File: config.mk
export PLATFORM = sky130hd
export DESIGN_NAME = micro_sequencer_flat
export DESIGN_NICKNAME = d
export VERILOG_FILES = /design/src/rtl/mseq_pkg.sv /design/src/rtl/micro_sequencer_if.sv /design/src/rtl/mseq_map.sv /design/src/rtl/micro_sequencer.sv /design/src/flat_wrapper.sv
export SDC_FILE = /design/constraint.sdc
export NUM_CORES = 1
export LEC_CHECK = 0
export CAP_MARGIN = 10
export CELL_PAD_IN_SITES_DETAIL_PLACEMENT = 0
export CELL_PAD_IN_SITES_GLOBAL_PLACEMENT = 1
export CORE_MARGIN = 8
export CORE_UTILIZATION = 40
export DETAILED_ROUTE_END_ITERATION = 16
export PLACE_DENSITY_LB_ADDON = 0.1
export SLEW_MARGIN = 20
export SYNTH_ARGS = -nofsm -noshare
export SYNTH_HDL_FRONTEND = slang
export SYNTH_HIERARCHICAL = 1
export SYNTH_SLANG_ARGS = --single-unit
File: constraint.sdc
create_clock -name clk -period 3.02 [get_ports clk]
set_clock_uncertainty 0.2 [all_clocks]
set_input_delay 0.604 -clock clk [delete_from_list [all_inputs] [get_ports clk]]
set_output_delay 0.604 -clock clk [all_outputs]
set_load 0.02 [all_outputs]
File: src/rtl/mseq_pkg.sv
// mseq_pkg: shared definitions for the micro-sequencer.
//   - opcode_t  : instruction opcodes RSTALL..RSTI
//   - state_t   : sequencer FSM states
//   - START_TBL : first micro-address of each opcode's routine
//   - LEN_TBL   : routine length in micro-steps (1..3)
//   - TRAP_ADDR : micro-address of the illegal-instruction trap step
package mseq_pkg;

   localparam int NUM_OPS   = 16;
   localparam int TRAP_ADDR = 24;

   typedef enum logic [3:0] {
      OP_RSTALL, OP_CONST, OP_MOV,   OP_SIZE,
      OP_SUB,    OP_JMPNZ, OP_MOV02, OP_ADDX,
      OP_ADDY,   OP_MUL,   OP_ADD,   OP_LOAD,
      OP_MOV13,  OP_INCI,  OP_STORE, OP_RSTI
   } opcode_t;

   typedef enum logic [1:0] {
      S_IDLE,
      S_EXEC,
      S_TRAP
   } state_t;

   localparam logic [4:0] START_TBL [NUM_OPS] = '{
      5'd1,  5'd2,  5'd4,  5'd5,  5'd7,  5'd8,  5'd10, 5'd11,
      5'd12, 5'd13, 5'd16, 5'd17, 5'd19, 5'd20, 5'd21, 5'd23
   };

   localparam logic [1:0] LEN_TBL [NUM_OPS] = '{
      2'd1, 2'd2, 2'd1, 2'd2, 2'd1, 2'd2, 2'd1, 2'd1,
      2'd1, 2'd3, 2'd1, 2'd2, 2'd1, 2'd1, 2'd2, 2'd1
   };

endpackage

File: src/rtl/micro_sequencer_if.sv
// micro_sequencer_if: instruction handshake and micro-address bus.
//   Handshake: an instruction transfers on a rising clk edge where
//   ir_valid and ir_ready are both high. ir must be stable while
//   ir_valid is high; ir_ready may depend combinationally on stall/zflag.
//   slave  modport : the sequencer (consumes ir/controls, drives uaddr etc.)
//   master modport : the instruction source / datapath side
//   dbg_state      : sequencer FSM state, for observation only
interface micro_sequencer_if
   import mseq_pkg::*;
#(
   parameter int IR_W    = 8,
   parameter int UADDR_W = 5
) ();

   logic [IR_W-1:0]    ir;
   logic               ir_valid;
   logic               ir_ready;
   logic               zflag;
   logic               stall;
   logic               err_clr;
   logic [UADDR_W-1:0] uaddr;
   logic               uvalid;
   logic               ulast;
   logic               illegal_err;
   state_t             dbg_state;

   modport slave (
      input  ir, ir_valid, zflag, stall, err_clr,
      output ir_ready, uaddr, uvalid, ulast, illegal_err, dbg_state
   );

   modport master (
      output ir, ir_valid, zflag, stall, err_clr,
      input  ir_ready, uaddr, uvalid, ulast, illegal_err, dbg_state
   );

endinterface

File: src/rtl/mseq_map.sv
// mseq_map: combinational opcode -> {start address, length, legal} ROM.
//   ir    : instruction word; opcode is ir[IR_W-1 -: OPC_W]
//   start : first micro-address of the routine
//   len   : routine length (1..3)
//   legal : low operand bits are zero and opcode is within the table
module mseq_map
   import mseq_pkg::*;
#(
   parameter int IR_W    = 8,
   parameter int OPC_W   = 4,
   parameter int UADDR_W = 5
) (
   input  logic [IR_W-1:0]    ir,
   output logic [UADDR_W-1:0] start,
   output logic [1:0]         len,
   output logic               legal
);

   logic [OPC_W-1:0] op;
   logic [3:0]       idx;
   logic             low_zero;
   logic             op_in_range;

   assign op  = ir[IR_W-1 -: OPC_W];
   assign idx = 4'(op);

   generate
      if (IR_W > OPC_W) begin : g_low
         assign low_zero = (ir[IR_W-OPC_W-1:0] == '0);
      end else begin : g_no_low
         assign low_zero = 1'b1;
      end
      // Only a wider opcode field can name an entry past the table.
      if (OPC_W > 4) begin : g_wide_op
         assign op_in_range = (op[OPC_W-1:4] == '0);
      end else begin : g_narrow_op
         assign op_in_range = 1'b1;
      end
   endgenerate

   assign start = UADDR_W'(START_TBL[idx]);
   assign len   = LEN_TBL[idx];
   assign legal = low_zero & op_in_range;

endmodule

File: src/rtl/micro_sequencer.sv
// micro_sequencer: accepts instruction words and steps the micro-address
// through each opcode's microroutine.
//   clk, rst_n  : clock, asynchronous active-low reset
//   bus (slave) : ir/ir_valid/ir_ready handshake, zflag, stall, err_clr,
//                 uaddr/uvalid/ulast, sticky illegal_err, dbg_state
//   retired_cnt : completed legal routines, 16-bit wrapping
//                 (present only with MICRO_SEQUENCER_PERF_EN defined)
module micro_sequencer
   import mseq_pkg::*;
#(
   parameter int IR_W    = 8,
   parameter int OPC_W   = 4,
   parameter int UADDR_W = 5
) (
   input  logic clk,
   input  logic rst_n,
   micro_sequencer_if.slave bus
`ifdef MICRO_SEQUENCER_PERF_EN
   ,
   output logic [15:0] retired_cnt
`endif
);

   state_t             state_q, state_d;
   logic [UADDR_W-1:0] uaddr_q, uaddr_d;
   logic               uvalid_q, uvalid_d;
   logic               ulast_q, ulast_d;
   logic [1:0]         step_q, step_d;
   logic [1:0]         len_q, len_d;
   logic               jmpnz_q, jmpnz_d;
   logic               err_q, err_d;

   logic [UADDR_W-1:0] map_start;
   logic [1:0]         map_len;
   logic               map_legal;
   logic               jmp_exit;
   logic               ulast_eff;
   logic               ready;
   logic               accept;

   mseq_map #(.IR_W(IR_W), .OPC_W(OPC_W), .UADDR_W(UADDR_W)) u_map (
      .ir    (bus.ir),
      .start (map_start),
      .len   (map_len),
      .legal (map_legal)
   );

   // JMPNZ ends at step 0 when zflag is set; a stalled cycle does not sample it.
   assign jmp_exit  = (state_q == S_EXEC) & jmpnz_q & (step_q == 2'd0) &
                      bus.zflag & ~bus.stall;
   assign ulast_eff = ulast_q | jmp_exit;
   assign ready     = (state_q == S_IDLE) |
                      ((state_q == S_EXEC) & ulast_eff & ~bus.stall);
   assign accept    = bus.ir_valid & ready;

   always_comb begin
      state_d  = state_q;
      uaddr_d  = uaddr_q;
      uvalid_d = uvalid_q;
      ulast_d  = ulast_q;
      step_d   = step_q;
      len_d    = len_q;
      jmpnz_d  = jmpnz_q;
      err_d    = bus.err_clr ? 1'b0 : err_q;

      case (state_q)
         S_EXEC: begin
            if (!bus.stall) begin
               if (ulast_eff) begin
                  state_d  = S_IDLE;
                  uaddr_d  = '0;
                  uvalid_d = 1'b0;
                  ulast_d  = 1'b0;
               end else begin
                  step_d  = step_q + 2'd1;
                  uaddr_d = uaddr_q + UADDR_W'(1);
                  ulast_d = ((step_q + 2'd1) == (len_q - 2'd1));
               end
            end
         end
         S_TRAP: begin
            state_d  = S_IDLE;
            uaddr_d  = '0;
            uvalid_d = 1'b0;
            ulast_d  = 1'b0;
         end
         default: ;
      endcase

      // A new instruction overrides the idle/finish transition above.
      if (accept) begin
         uvalid_d = 1'b1;
         step_d   = 2'd0;
         if (map_legal) begin
            state_d = S_EXEC;
            uaddr_d = map_start;
            len_d   = map_len;
            ulast_d = (map_len == 2'd1);
            jmpnz_d = (bus.ir[IR_W-1 -: OPC_W] == OPC_W'(OP_JMPNZ));
         end else begin
            state_d = S_TRAP;
            uaddr_d = UADDR_W'(TRAP_ADDR);
            len_d   = 2'd1;
            ulast_d = 1'b1;
            jmpnz_d = 1'b0;
            err_d   = 1'b1;
         end
      end
   end

   always_ff @(posedge clk or negedge rst_n) begin
      if (!rst_n) begin
         state_q  <= S_IDLE;
         uaddr_q  <= '0;
         uvalid_q <= 1'b0;
         ulast_q  <= 1'b0;
         step_q   <= 2'd0;
         len_q    <= 2'd1;
         jmpnz_q  <= 1'b0;
         err_q    <= 1'b0;
      end else begin
         state_q  <= state_d;
         uaddr_q  <= uaddr_d;
         uvalid_q <= uvalid_d;
         ulast_q  <= ulast_d;
         step_q   <= step_d;
         len_q    <= len_d;
         jmpnz_q  <= jmpnz_d;
         err_q    <= err_d;
      end
   end

   assign bus.ir_ready    = ready;
   assign bus.uaddr       = uaddr_q;
   assign bus.uvalid      = uvalid_q;
   assign bus.ulast       = ulast_eff;
   assign bus.illegal_err = err_q;
   assign bus.dbg_state   = state_q;

`ifdef MICRO_SEQUENCER_PERF_EN
   logic [15:0] retired_q, retired_d;

   always_comb begin
      retired_d = retired_q;
      if ((state_q == S_EXEC) & uvalid_q & ulast_eff & ~bus.stall) begin
         retired_d = retired_q + 16'd1;
      end
   end

   always_ff @(posedge clk or negedge rst_n) begin
      if (!rst_n) begin
         retired_q <= 16'd0;
      end else begin
         retired_q <= retired_d;
      end
   end

   assign retired_cnt = retired_q;
`endif

endmodule

File: src/flat_wrapper.sv
// flat-port wrapper written by rule: the top's interface ports become plain ports
module micro_sequencer_flat import mseq_pkg::*;
#(
   parameter int IR_W    = 8,
   parameter int OPC_W   = 4,
   parameter int UADDR_W = 5
)
  (clk, rst_n, bus_ir, bus_ir_valid, bus_zflag, bus_stall, bus_err_clr, bus_ir_ready, bus_uaddr, bus_uvalid, bus_ulast, bus_illegal_err, bus_dbg_state);
  micro_sequencer_if #(.IR_W(IR_W), .UADDR_W(UADDR_W)) bus_i ();
  input  logic clk;
  input  logic rst_n;
  input wire logic [$bits(bus_i.ir)-1:0] bus_ir;
  input wire logic [$bits(bus_i.ir_valid)-1:0] bus_ir_valid;
  input wire logic [$bits(bus_i.zflag)-1:0] bus_zflag;
  input wire logic [$bits(bus_i.stall)-1:0] bus_stall;
  input wire logic [$bits(bus_i.err_clr)-1:0] bus_err_clr;
  output wire logic [$bits(bus_i.ir_ready)-1:0] bus_ir_ready;
  output wire logic [$bits(bus_i.uaddr)-1:0] bus_uaddr;
  output wire logic [$bits(bus_i.uvalid)-1:0] bus_uvalid;
  output wire logic [$bits(bus_i.ulast)-1:0] bus_ulast;
  output wire logic [$bits(bus_i.illegal_err)-1:0] bus_illegal_err;
  output wire logic [$bits(bus_i.dbg_state)-1:0] bus_dbg_state;
  assign bus_i.ir = bus_ir;
  assign bus_i.ir_valid = bus_ir_valid;
  assign bus_i.zflag = bus_zflag;
  assign bus_i.stall = bus_stall;
  assign bus_i.err_clr = bus_err_clr;
  assign bus_ir_ready = bus_i.ir_ready;
  assign bus_uaddr = bus_i.uaddr;
  assign bus_uvalid = bus_i.uvalid;
  assign bus_ulast = bus_i.ulast;
  assign bus_illegal_err = bus_i.illegal_err;
  assign bus_dbg_state = bus_i.dbg_state;
  micro_sequencer #(.IR_W(IR_W), .OPC_W(OPC_W), .UADDR_W(UADDR_W)) u_core (.clk(clk), .rst_n(rst_n), .bus(bus_i));
endmodule
==> impl_metrics.toml <==
[status]
status = "finished, final reports clean"

[power_and_ir_drop]
power.internal_uw = 547
seq_power_share = 0.322
switching_share = 0.408
ir_drop_uv = 406
share_comb_of_total_power = 0.555
power-per-cell-area_nw_per_um2 = 613
cellLeakagePower_uw = 0.000655
share_clk_of_total_power = 0.123
total_power_uw = 924
switchingPower_uw = 377

[placement]
dp_slack_ns = -0.0296
gp_routability_congestion = 0.771
hpwl_um = 2130
placement.io_buffers = 24
placed_cells = 187

[global_routing]
grt.total_usage = 0.113
first_pass_grt_wire_length_um = 4710
grt_overflow_total = 0
grt_pass1_vias = 1053
grt_antenna_before_repair = 0
grt_start_max_net_pins = 16

[sta]
report.final.hold_viol_count = 0
max_slew_margin = 0.556
fin_hold_ws_ns = 0.331
final_worst_path_period_share = 0.965
final.setup.worst_slack_ns = 0.105
unrepaired_setup_endpoints_after_global_routing = "no"
timing.final.setup_violations = 0
timing_worst_slew_pin_value_ns = 0.664
number_of_pins_exceeding_their_max_slew_limit_in_the_final_report = 0
layout_min_cycle_time_ns = 2.92
max_freq_ghz = 0.343

[hold_path]
worstHoldPathType = "flop to flop"
min_delay_worst_endpoint = "u_core/len_q[1]"
cells_on_worst_hold_path = 2
hp_start = "u_core/len_q[1]"

[synthesis]
cells_after_synth = 128
synth_nets = 151
cell_area_after_synthesis_um2 = 1170
yosys.cell_types.count = 45
post-synth-top-count-cell = "sky130_fd_sc_hd__dfrtp_1"
synth_flop_cell = "sky130_fd_sc_hd__dfrtp_1"
synth.largest_area_cell = "sky130_fd_sc_hd__dfrtp_1"
synth_common_cells = "sky130_fd_sc_hd__dfrtp_1, sky130_fd_sc_hd__nor2_1, sky130_fd_sc_hd__inv_1, sky130_fd_sc_hd__ha_1, sky130_fd_sc_hd__nand2_1"
portion_of_the_post_synthesis_area_used_by_sequential_elements = 0.321
postSynthRegisterBits = 15
yosys_warnings = 6
synth_area_per_cell_um2 = 9.17
synth_enable_flop_cells = 0
ys_top_cells_by_area = "sky130_fd_sc_hd__dfrtp_1, sky130_fd_sc_hd__ha_1, sky130_fd_sc_hd__mux2i_1, sky130_fd_sc_hd__nor2_1, sky130_fd_sc_hd__inv_1"
synth.top_cell.area_share = 0.299
asyncSetResetFlopFracSynth = 1.00

[worst_setup_path]
cp.required_ns = 2.22
worst_r2r_startpoint = "u_core/step_q[0]"
worstPathBufferInverterCount = 3
path_delay_family = "buffers and inverters"
reg2reg_depth = 6
timing.setup.critical_path_class = "input port to output pin"
crit_path_cell_trace = "clkdlybuf4s50_1, and3_1, a31o_2, buf_4, clkdlybuf4s50_1"
crit_path_max_incr_delay_ns = 0.52
worst_setup_path_end_kind = "output pin"
critical-path-slowest-cell = "sky130_fd_sc_hd__clkdlybuf4s50_1"
timing.critical_path.fanout_max = 2
critical_path.reg2reg.endpoint = "u_core/ulast_q"
timing.critical_path.from_type = "input port"
critical_path_arrival_ns = 2.11
crit_path_frequent_cell = "sky130_fd_sc_hd__clkdlybuf4s50_1"
setup.reg_to_reg.worst_slack_ns = 0.99

[floorplanning]
floorplan.die_area_um2 = 4920
num_io_pins = 25
core_area_um2 = 2780
num_rows = 19
fp.dieH_um = 70.2
floorplan.die.width_um = 70.2
initial_standard_cell_utilization_of_the_core = 0.422

[layout]
final_layout_fill_cell_count = 263
area_growth_pct = 28.6
nets = 184
antenna_cells_inserted = 0
final_cell_count_no_fill = 191
layout-drive-gt1-share = 0.131

[clock_tree]
cts-buffers-inserted = 3
clkTransAtPathRegs_ns = 0.09
insertion_delay_ns = 0.27
cts_hold_buffers = 0
cts_num_sinks = 15
htree_num_levels = 1
post-cts-setup-buffer-count = 0
clock_tree.root_cell = "sky130_fd_sc_hd__clkbuf_4"
cts_tree = "yes"
clock_path_buffers = 2

[route]
detail_route.drc_violations = 0
routed_via_density = 5.46
totalWireLength_um = 2650
antenna_left = 0
vias = 1043
1st_iter_drt_viols = 75
first_pass_iters = 4
route.detailed.wl_per_inst_um = 13.9

[run]
number_of_max_cap_violations = 0
[how the worst max path moves through the flow]
| stage | start | end | cells after the start |
|---|---|---|---|
| floorplan | u_core/bus.dbg_state[1] | bus_ir_ready | 5 |
| global placement | bus_zflag | bus_ir_ready | 6 |
| detailed placement | bus_zflag | bus_ir_ready | 6 |
| CTS | bus_zflag | bus_ulast | 5 |
| global route | bus_zflag | bus_ulast | 5 |
| finish | bus_zflag | bus_ulast | 5 |
[through the flow]
step / instance area (µm²) / utilization / TNS [ns]
floorplan: 1170 / - / 0
global placement: 1480 / 0.534 / -0.0144
detailed placement: 1480 / 0.534 / -0.0296
CTS: 1510 / 0.543 / 0
global route: 1510 / 0.543 / 0
finish: 1510 / 0.543 / 0
[power by group through the flow]
stage | Sequential, µW | Combinational [µW] | Clock (µW)
after detailed placement | 301 | 520 | 0
final | 297 | 513 | 114
after global placement | 299 | 514 | 0
after global routing | 306 | 561 | 131
after floorplan | 347 | 261 | 0
after CTS | 297 | 517 | 118
[cells in the final DEF, fill, tap and decap left out, types with 3 or more instances in the layout]
| cell | instances |
|---|---|
| sky130_fd_sc_hd__a21oi_1 | 8 |
| sky130_fd_sc_hd__a221o_1 | 3 |
| sky130_fd_sc_hd__buf_4 | 9 |
| sky130_fd_sc_hd__clkbuf_4 | 3 |
| sky130_fd_sc_hd__clkdlybuf4s50_1 | 23 |
| sky130_fd_sc_hd__dfrtp_1 | 14 |
| sky130_fd_sc_hd__ha_1 | 9 |
| sky130_fd_sc_hd__inv_1 | 11 |
| sky130_fd_sc_hd__mux2i_1 | 5 |
| sky130_fd_sc_hd__nand2_1 | 9 |
| sky130_fd_sc_hd__nand3_1 | 4 |
| sky130_fd_sc_hd__nor2_1 | 12 |
| sky130_fd_sc_hd__nor2b_1 | 3 |
| sky130_fd_sc_hd__o21ai_0 | 7 |
| sky130_fd_sc_hd__o22ai_1 | 3 |
| sky130_fd_sc_hd__xnor2_1 | 4 |
[worst register-to-register path, stage by stage, from the launching register on]
cell                      delay (ns)
sky130_fd_sc_hd__dfrtp_1        0.37
sky130_fd_sc_hd__inv_1          0.07
sky130_fd_sc_hd__ha_1           0.23
sky130_fd_sc_hd__a31oi_1        0.34
sky130_fd_sc_hd__o21ai_0        0.17
sky130_fd_sc_hd__and2_1         0.21
sky130_fd_sc_hd__a221o_1        0.33
[flip-flops by register name (all words and copies together) (netlist names)]
name / count
u_core/len_q: 2
u_core/bus.dbg_state: 2
u_core/bus.illegal_err: 1
u_core/ulast_q: 1
u_core/bus.uaddr: 5
u_core/bus.uvalid: 1
u_core/step_q: 2
u_core/jmpnz_q: 1
[logic make-up after synthesis]
logic type | after synthesis | share of synthesized area
xor gates and xnor gates | 5 | 0.0373
AOI/OAI and AO/OA | 37 | 0.236
muxes | 6 | 0.0618
and+or+nand+nor | 40 | 0.182
adders and majority gates | 9 | 0.0960
buffers and inverters | 16 | 0.0661
DFF | 15 | 0.321
[area by class of cell]
class / instances / area [µm²] / share of cell area
Multi-Input combinational cell: 97 / 719 / 0.477
Sequential cell: 15 / 377 / 0.250
Timing Repair Buffer: 33 / 307 / 0.203
Inverter: 11 / 41.3 / 0.0274
Tap cell: 31 / 38.8 / 0.0257
Clock buffer: 4 / 26.3 / 0.0174
[per-layer routing]
layer  GRT usage  vias to the layer above  wire [µm]
met5           0                        -          0
met2       0.185                       25       1230
met3      0.0339                        2        151
met4      0.0290                        0         10
met1       0.141                      492       1260
li1            -                      524          -
[what timing repair did]
| item | CTS | global route |
|---|---|---|
| endpoints found under the hold margin | 0 | 0 |
| resized for setup | 1 | 0 |
| endpoints found under the setup margin | 1 | 0 |
Power figures use the tool's default switching activity.
